## config.mk

```make
export PLATFORM = sky130hd
export DESIGN_NAME = lsu_stage
export DESIGN_NICKNAME = d
export VERILOG_FILES = /design/src/rtl/lsu_pkg.sv /design/src/rtl/lsu_stage_load_extend.sv /design/src/rtl/lsu_stage.sv
export SDC_FILE = /design/constraint.sdc
export NUM_CORES = 1
export LEC_CHECK = 0
export CAP_MARGIN = 20
export CORE_MARGIN = 2
export CORE_UTILIZATION = 29
export CTS_CLUSTER_SIZE = 10
export DETAILED_ROUTE_END_ITERATION = 10
export GPL_TIMING_DRIVEN = 0
export SETUP_SLACK_MARGIN = 0.02
export SLEW_MARGIN = 20
export SYNTH_ARGS = -nofsm -noshare
export SYNTH_HDL_FRONTEND = slang
export SYNTH_SLANG_ARGS = --single-unit
```

## constraint.sdc

```tcl
create_clock -name clk -period 1.7 [get_ports clk]
set_input_delay 0.255 -clock clk [delete_from_list [all_inputs] [get_ports clk]]
set_output_delay 0.255 -clock clk [all_outputs]
set_load 0.01 [all_outputs]
```

## src/rtl/lsu_pkg.sv

```systemverilog
// lsu_pkg: shared opcode/func3 encodings, LSU FSM states and timeout default.
package lsu_pkg;
    localparam logic [6:0] OP_R  = 7'b0110011;
    localparam logic [6:0] OP_I  = 7'b0010011;
    localparam logic [6:0] OP_L  = 7'b0000011;
    localparam logic [6:0] OP_S  = 7'b0100011;
    localparam logic [6:0] OP_B  = 7'b1100011;
    localparam logic [6:0] LUI   = 7'b0110111;
    localparam logic [6:0] AUIPC = 7'b0010111;
    localparam logic [6:0] JAL   = 7'b1101111;
    localparam logic [6:0] JALR  = 7'b1100111;

    localparam logic [2:0] LB_func3  = 3'b000;
    localparam logic [2:0] LH_func3  = 3'b001;
    localparam logic [2:0] LW_func3  = 3'b010;
    localparam logic [2:0] LBU_func3 = 3'b100;
    localparam logic [2:0] LHU_func3 = 3'b101;
    localparam logic [2:0] SB_func3  = 3'b000;
    localparam logic [2:0] SH_func3  = 3'b001;
    localparam logic [2:0] SW_func3  = 3'b010;

    localparam int TIMEOUT_DEFAULT = 16;

    typedef enum logic {IDLE, ACCESS} lsu_state_t;
endpackage

```

## src/rtl/lsu_stage_load_extend.sv

```systemverilog
// load_extend: selects the addressed byte/halfword of a read word and sign/zero-extends it.
module load_extend
    import lsu_pkg::*;
(
    input  logic [2:0]  func3,
    input  logic [1:0]  addr,
    input  logic [31:0] rdata,
    output logic [31:0] data
);
    logic [7:0]  b;
    logic [15:0] h;
    always_comb begin
        b = rdata[{addr, 3'b000} +: 8];
        h = addr[1] ? rdata[31:16] : rdata[15:0];
        data = func3 == LB_func3  ? {{24{b[7]}}, b}  :
               func3 == LBU_func3 ? {24'd0, b}       :
               func3 == LH_func3  ? {{16{h[15]}}, h} :
               func3 == LHU_func3 ? {16'd0, h}       : rdata;
    end
endmodule

```

## src/rtl/lsu_stage.sv

```systemverilog
// lsu_stage: load/store handshake and registered writeback staging after the ALU.
module lsu_stage
    import lsu_pkg::*;
#(
    parameter int TIMEOUT_CYCLES = TIMEOUT_DEFAULT
) (
    input  logic        clk,
    input  logic        rst_n,
    input  logic        ex_valid,
    output logic        ex_ready,
    input  logic [6:0]  opcode,
    input  logic [2:0]  func3,
    input  logic [31:0] alu_out,
    input  logic [31:0] store_data,
    input  logic [4:0]  rd,
    output logic        mem_req,
    output logic        mem_we,
    output logic [29:0] mem_addr,
    output logic [31:0] mem_wdata,
    output logic [3:0]  mem_wstrb,
    input  logic        mem_ack,
    input  logic [31:0] mem_rdata,
    output logic        wb_valid,
    output logic [4:0]  wb_rd,
    output logic [31:0] wb_data,
    output logic        misalign,
    output logic        bus_err
);
    lsu_state_t state, state_n;
    logic [7:0]  cnt, cnt_n, cnt_inc;
    logic [2:0]  f3_q;
    logic [1:0]  lo_q, a;
    logic [4:0]  rd_q, wb_rd_n;
    logic [31:0] ext, wb_data_n, wd;
    logic [3:0]  strb;
    logic        accept, is_ld, is_st, is_alu, f3_ok, aligned, start;
    logic        wb_valid_n, misalign_n, bus_err_n;

    load_extend u_ext (.func3(f3_q), .addr(lo_q), .rdata(mem_rdata), .data(ext));

    assign ex_ready = state == IDLE;
    assign mem_req  = state == ACCESS;

    always_comb begin
        a       = alu_out[1:0];
        accept  = ex_valid && ex_ready;
        is_ld   = opcode == OP_L;
        is_st   = opcode == OP_S;
        is_alu  = opcode == OP_I || opcode == OP_R || opcode == LUI || opcode == AUIPC ||
                  opcode == JAL || opcode == JALR;
        f3_ok   = is_ld ? (func3 == LB_func3 || func3 == LH_func3 || func3 == LW_func3 ||
                           func3 == LBU_func3 || func3 == LHU_func3) :
                          (func3 == SB_func3 || func3 == SH_func3 || func3 == SW_func3);
        aligned = func3[1:0] == 2'b10 ? a == 2'b00 : func3[1:0] == 2'b01 ? !a[0] : 1'b1;
        start   = accept && (is_ld || is_st) && f3_ok && aligned;
        strb    = func3 == SB_func3 ? 4'b0001 << a :
                  func3 == SH_func3 ? 4'b0011 << {a[1], 1'b0} : 4'b1111;
        wd      = func3 == SB_func3 ? {4{store_data[7:0]}} :
                  func3 == SH_func3 ? {2{store_data[15:0]}} : store_data;
        cnt_inc = cnt + 8'd1;
    end

    always_comb begin
        state_n    = state;
        cnt_n      = cnt;
        wb_valid_n = 1'b0;
        wb_rd_n    = wb_rd;
        wb_data_n  = wb_data;
        misalign_n = 1'b0;
        bus_err_n  = 1'b0;
        if (state == IDLE) begin
            if (accept && is_alu) begin
                wb_valid_n = 1'b1;
                wb_rd_n    = rd;
                wb_data_n  = alu_out;
            end
            misalign_n = accept && (is_ld || is_st) && f3_ok && !aligned;
            state_n    = start ? ACCESS : IDLE;
            cnt_n      = 8'd0;
        end else if (mem_ack) begin
            // ack wins over a timeout reached in the same cycle
            state_n    = IDLE;
            cnt_n      = 8'd0;
            wb_valid_n = !mem_we;
            wb_rd_n    = mem_we ? wb_rd : rd_q;
            wb_data_n  = mem_we ? wb_data : ext;
        end else if (cnt_inc == 8'(TIMEOUT_CYCLES)) begin
            state_n   = IDLE;
            cnt_n     = 8'd0;
            bus_err_n = 1'b1;
        end else begin
            cnt_n = cnt_inc;
        end
    end

    always_ff @(posedge clk or negedge rst_n) begin
        if (!rst_n) begin
            state     <= IDLE;
            cnt       <= 8'd0;
            mem_we    <= 1'b0;
            mem_addr  <= 30'd0;
            mem_wdata <= 32'd0;
            mem_wstrb <= 4'd0;
            f3_q      <= 3'd0;
            lo_q      <= 2'd0;
            rd_q      <= 5'd0;
            wb_valid  <= 1'b0;
            wb_rd     <= 5'd0;
            wb_data   <= 32'd0;
            misalign  <= 1'b0;
            bus_err   <= 1'b0;
        end else begin
            state    <= state_n;
            cnt      <= cnt_n;
            wb_valid <= wb_valid_n;
            wb_rd    <= wb_rd_n;
            wb_data  <= wb_data_n;
            misalign <= misalign_n;
            bus_err  <= bus_err_n;
            if (start) begin
                mem_we    <= is_st;
                mem_addr  <= alu_out[31:2];
                mem_wdata <= wd;
                mem_wstrb <= is_st ? strb : 4'd0;
                f3_q      <= func3;
                lo_q      <= a;
                rd_q      <= rd;
            end
        end
    end
endmodule

```

; Word level (Yosys, flattened, before mapping)
; Index checks and enable logic that the tools add are counted.
[word_totals]
regBits = 126
inputBits = 115
output_inout_bits = 109
elab_cells = 98
[classes]
n_addsub = 1
n_eq_ne = 20
n_shift = 3
n_mux = 35
n_bitwise = 1
reduce_logical = 24
[ops]
columns = op, n
row1 = $mux W32, 10
row2 = $shiftx A32 B6 Y8, 1
row3 = $mux W8, 3
row4 = $eq A7 B6 Y1 const B, 3
row5 = $mux W5, 4
row6 = $mux W16, 1
row7 = $eq A7 B5 Y1 const B, 2
row8 = $eq A7 B7 Y1 const B, 2
row9 = $mux W1, 14
row10 = $eq A3 B3 Y1 const B, 4
row11 = $mux W4, 3
row12 = $logic_or A1 B1 Y1, 10
row13 = $add A8 B1 Y8 const B, 1
row14 = $eq A8 B5 Y1 const B, 1
row15 = $eq A7 B2 Y1 const B, 1
row16 = $eq A3 B1 Y1 const B, 2
row17 = $logic_and A1 B1 Y1, 6
row18 = $logic_not A3 Y1, 2
row19 = $ne A2 B2 Y1 const B, 2
row20 = $shl A1 B2 Y4 const A, 1
row21 = $shl A2 B2 Y4 const A, 1
row22 = $eq A3 B2 Y1 const B, 1
row23 = $logic_not A1 Y1, 3
row24 = $reduce_and A3 Y1, 1
row25 = other kinds (5), 5

; Longest topological paths before layout
[depth]
word_depth = 10
mapped_depth = 7
mapped_depth_nobuf = 5

; Cells and area by module
; From an unflattened synthesis, not the netlist that was laid out.
[unflattened]
cells_unflattened = 562
area_unflattened_um2 = 6875.3
[by_module_without_submodules]
columns = mod, n_inst, cells_per_inst, area_per_inst_um2, seq_area_each_um2
row1 = lsu_stage, 1, 435, 5944.5, 3153.0
row2 = load_extend, 1, 127, 930.9, 0.0

; Least setup slack after synthesis
; No wires, ideal clock.
[synth_path]
kind = register to register
start = register lo_q[0]
end = register wb_data[12]
setup_time_ns = 0.129
arrival_ns = 1.675
t_required_ns = 1.571
path_slack_ns = -0.104
path_stages_with_launch = 7
path_buffers = 2
period_less_slack_ns = 1.804
path_cell_list = dfrtp_1 -> buf_4 -> mux4_2 -> a21o_1 -> buf_2 -> a221oi_1 -> o31ai_1
[synth_via]
elab_chain_cells = 5
[synth_rtl]
columns = element, line
row1 = "start, declared", lsu_stage.sv:32  ; logic [1:0] lo_q, a;
row2 = "start signal, assigned", lsu_stage.sv:105  ; lo_q <= 2'd0;
row3 = "start signal, assigned", lsu_stage.sv:126  ; lo_q <= a;
row4 = $shiftx A32 B6 Y8, lsu_stage_load_extend.sv:13  ; b = rdata[{addr, 3'b000} +: 8];
row5 = $mux W32, lsu_stage_load_extend.sv:15  ; data = func3 == LB_func3 ? {{24{b[7]}}, b} :
row6 = $mux W32, lsu_stage.sv:86  ; wb_data_n = mem_we ? wb_data : ext;
row7 = $mux W32, lsu_stage.sv:80  ; end else if (mem_ack) begin
row8 = $mux W32, lsu_stage.sv:71  ; if (state == IDLE) begin
row9 = "end signal, assigned", lsu_stage.sv:117  ; wb_data <= wb_data_n;
row10 = "end, declared", lsu_stage.sv:25  ; output logic [31:0] wb_data,
; No other way between the ends. The select of a mux whose other input is x is not followed.
; A chain may end at the register's enable or synchronous reset.

; Final worst setup path
[layout_path]
start = register lo_q[0]
end = register wb_data[31]
; Same word-level chain as after synthesis.

==> qor_table.md <==
| Stage | Quantity | Reported |
|---|---|---|
| critical path | CP Data Required Time | 2.00 ns |
| place | Cell count after placement | 1060 |
| timing | Total negative slack for setup checks | -5.484 ns |
| clocking | TritonCTS buffer count | 17 |
| place | Estimated wirelength of the detail-placed design | 16490 um |
| synth | Proportion of synthesized chip area in sequential cells | 49.75% |
| layout | Proportion of layout cells with a drive suffix above 1 | 34.27% |
| global routing | Residual overflow from global routing | 0 |
| timing | Clock period minus final worst setup slack | 1.860 ns |
| clocking | Clock-pin slew reported for the worst setup and hold paths after clock tree synthesis | 0.06 ns |
| route | Wire length on met3 | 1955 um |
| clocking | Clock sink count | 126 |
| route | Detailed-routing wirelength on met1 | 10550 um |
| layout | Final Net Count | 958 |
| layout | Final non-filler cell total | 1137 |
| synth | Count of distinct cell types in the synthesized netlist | 48 |
| timing | Slew Viols, Final | 0 |
| global routing | Via count of the first global-routing pass | 5937 |
| route | Average detailed-routed wire length per instance | 21.82 um |
| timing | Tightest slew margin relative to the limit | 38.82% |
| layout | Final Cell Area | 11290 um^2 |
| clocking | Clock tree from TritonCTS | done |
| run status | Result of the run | complete, but fails checks |
| floorplanning | Effective utilization at floorplan | 29.31% |
| floorplanning | Die Width | 151.8 um |
| route | Vias after detailed routing | 5796 |
| global routing | Maximum number of pins on one net before global-route repair | 90 |
| timing | Minimum setup slack in the final design | -0.1600 ns |
| floorplanning | Core outline area | 21620 um^2 |
| timing | Clock Skews | 0.009526 ns |
| route | First DRT Iteration DRCs | 330 |
| power | Maximum vdd ir drop | 641.1 uV |
| place | Post-DP Area | 9090 um^2 |
| route | TritonRoute pass-1 iters | 4 |
| synth | Synthesized area per cell | 11.38 um^2 |
| route | Via density per instance | 5.098 |
| route | Uppermost metal layer occupied by signal nets | met4 |
| clocking | Worst skew pair latency | 0.42 ns |
| synth | Count of flip-flops with a built-in enable after synthesis | 0 |
| route | DRC violations left | 0 |
| floorplanning | I/O pin cnt | 224 |
| critical path | Kind of critical path | reg -> reg |
| synth | Async set-reset flop share out of synthesis | 100.0% |
| timing | Setup repair after global routing missed its margin | yes |
| place | Weighted congestion reported at the end of routability-driven placement | 0.8652 |
| timing | Tcrit/Tclk final | 109.4% |
| layout | Synthesis-to-finish area growth | 78.08% |
| critical path | Crit Path Max Fanout | 8 |
| route | Final wirelength | 24810 um |
| clocking | Maximum level of the CTS H-tree | 4 |
| synth | Cells after Synth | 557 |
| critical path | Worst EP arrival | 2.16 ns |
| synth | Number of register bits inferred by synthesis | 126 |
| power | Static Leakage | 4.809 nW |
| power | Pwr dens | 831.6 nW/um^2 |
| timing | Final Hold Violating Endpoints | 0 |
| synth | Synthesized netlist net count | 673 |
| synth | Number of warnings issued by yosys | 0 |
| clocking | Root buf cell | clkbuf_16 |
| place | Count of port buffers added during placement | 222 |
| timing | Slew @ Worst Pin | 0.9176 ns |
| timing | Maximum clock rate | 0.5376 GHz |
| synth | Most used flip-flop cell after synthesis | dfrtp_1 |
| route | Routed Antenna Nets | 0 |
| global routing | Global-route wire length before repair | 36710 um |
| hold path | Worst hold path class | in -> reg |
| critical path | Critical Path Sink Type | flip-flop |
| run status | Violations in the final reports | setup timing |
| synth | Area of the mapped netlist | 6337 um^2 |
| floorplanning | Count of standard-cell rows | 54 |
| timing | Count of endpoints failing setup in the final report | 90 |
| layout | Most common library cell in the layout ignoring fill and taps | clkdlybuf4s50_1 |
| flow run | Max-cap violations | 0 |
| floorplanning | Floorplan die area | 23050 um^2 |
| place | Worst slack after detailed placement | -0.9819 ns |
| global routing | Global-route usage over all layers | 20.62% |
| clocking | Buffer depth of the longest clock path | 2 |
| layout | Share of the core filled with cells in the final layout | 52.20% |
| route | Met2 wirelength from detailed routing | 11820 um |
| critical path | Critical path startpoint category | flip-flop |
| global routing | Antenna violations before repair | 2 |
| timing | Post-Route Hold Slack | 0.2085 ns |
| floorplanning | Height of the die | 151.8 um |
| critical path | Flop-to-flop setup slack | -0.16 ns |
| power | Total Power Consumption | 9.386 mW |
| layout | Most frequent cells in the layout | 214 x clkdlybuf4s50_1, 125 x dfrtp_1, 83 x mux2_4, 47 x nor2_1, 29 x nand3_1 |
## critical path: stages, from the launching register on
cell      delay [ns]
dfrtp_1         0.33
buf_6           0.11
mux4_2          0.51
a21o_4          0.30
buf_12          0.17
a211oi_4        0.23
o31ai_2         0.09
## cells in the mapped netlist, drive strengths merged, types with 6 or more instances
library cell,number,area share (%)
a221oi,9,1.2
a21o,8,0.95
mux2i,15,2.4
nor2,52,3.1
a22o,7,0.97
buf,17,1.5
mux2,99,18
mux4,8,2.8
nand2,6,0.36
o32ai,7,0.97
o31ai,25,3.0
nand3,33,2.6
nand2b,14,1.4
a21oi,36,2.8
clkbuf,23,1.4
inv,12,0.71
o21ai,19,1.6
dfrtp,126,50
## state kept, by name, summed over array words and instances (netlist names)
register   flops
mem_wdata     32
wb_data       32
mem_addr      30
cnt            8
rd_q           5
wb_rd          5
mem_wstrb      4
f3_q           3
lo_q           2
bus_err        1
mem_req        1
mem_we         1
misalign       1
wb_valid       1
## metal layers
layer	global-route usage (%)	up-vias
li1	-	2619
met1	26.69	2895
met2	33.33	259
met3	7.216	23
met4	4.762	0
met5	0	-
## path summary, 6_finish.rpt
kind,startpoint,end,cells after the start
worst max register to register,lo_q[0],wb_data[31],6
worst max-delay path,lo_q[0],wb_data[31],6
worst min register to register,wb_data[14],wb_data[14],2
min in group asynchronous,rst_n,mem_addr[24],2
max in group asynchronous,rst_n,wb_data[1],3
worst min-delay path,func3[0],misalign,3
## repair_timing
action,4_1_cts,5_1_grt
cloned,6,5
endpoints found under the hold margin,37,0
resized for setup,178,107
setup buffers,33,7
hold buffers,1,0
pin swaps,24,13
setup endpoints to repair,120,118
## cell families after synthesis
group	Yosys count	synth area share (%)
fa+ha+maj	1	0.1974
buf+inv	54	3.672
xor+xnor	4	0.5529
mux	122	22.80
simple gates	132	10.64
flops	126	49.75
compound gates	118	12.38
## report_power, final
part           internal (mW)  total (mW)  switching, mW
registers               3.34        3.54          0.203
clock network           1.99        3.46           1.47
logic                   1.38        2.39           1.00
total                   6.71        9.39           2.67
## layout make-up
cell class	instances	area (um^2)
repair buffers	271	2918
fillers	1926	10330
clock buffers	21	470.5
plain buffers	35	375.4
well taps	280	350.3
clock inverters	11	83.83
inverters	14	70.07
flip-flops and latches	126	3154
diodes	2	5.005
multi-input cells	377	3859
(Power assumes the default switching activity.)
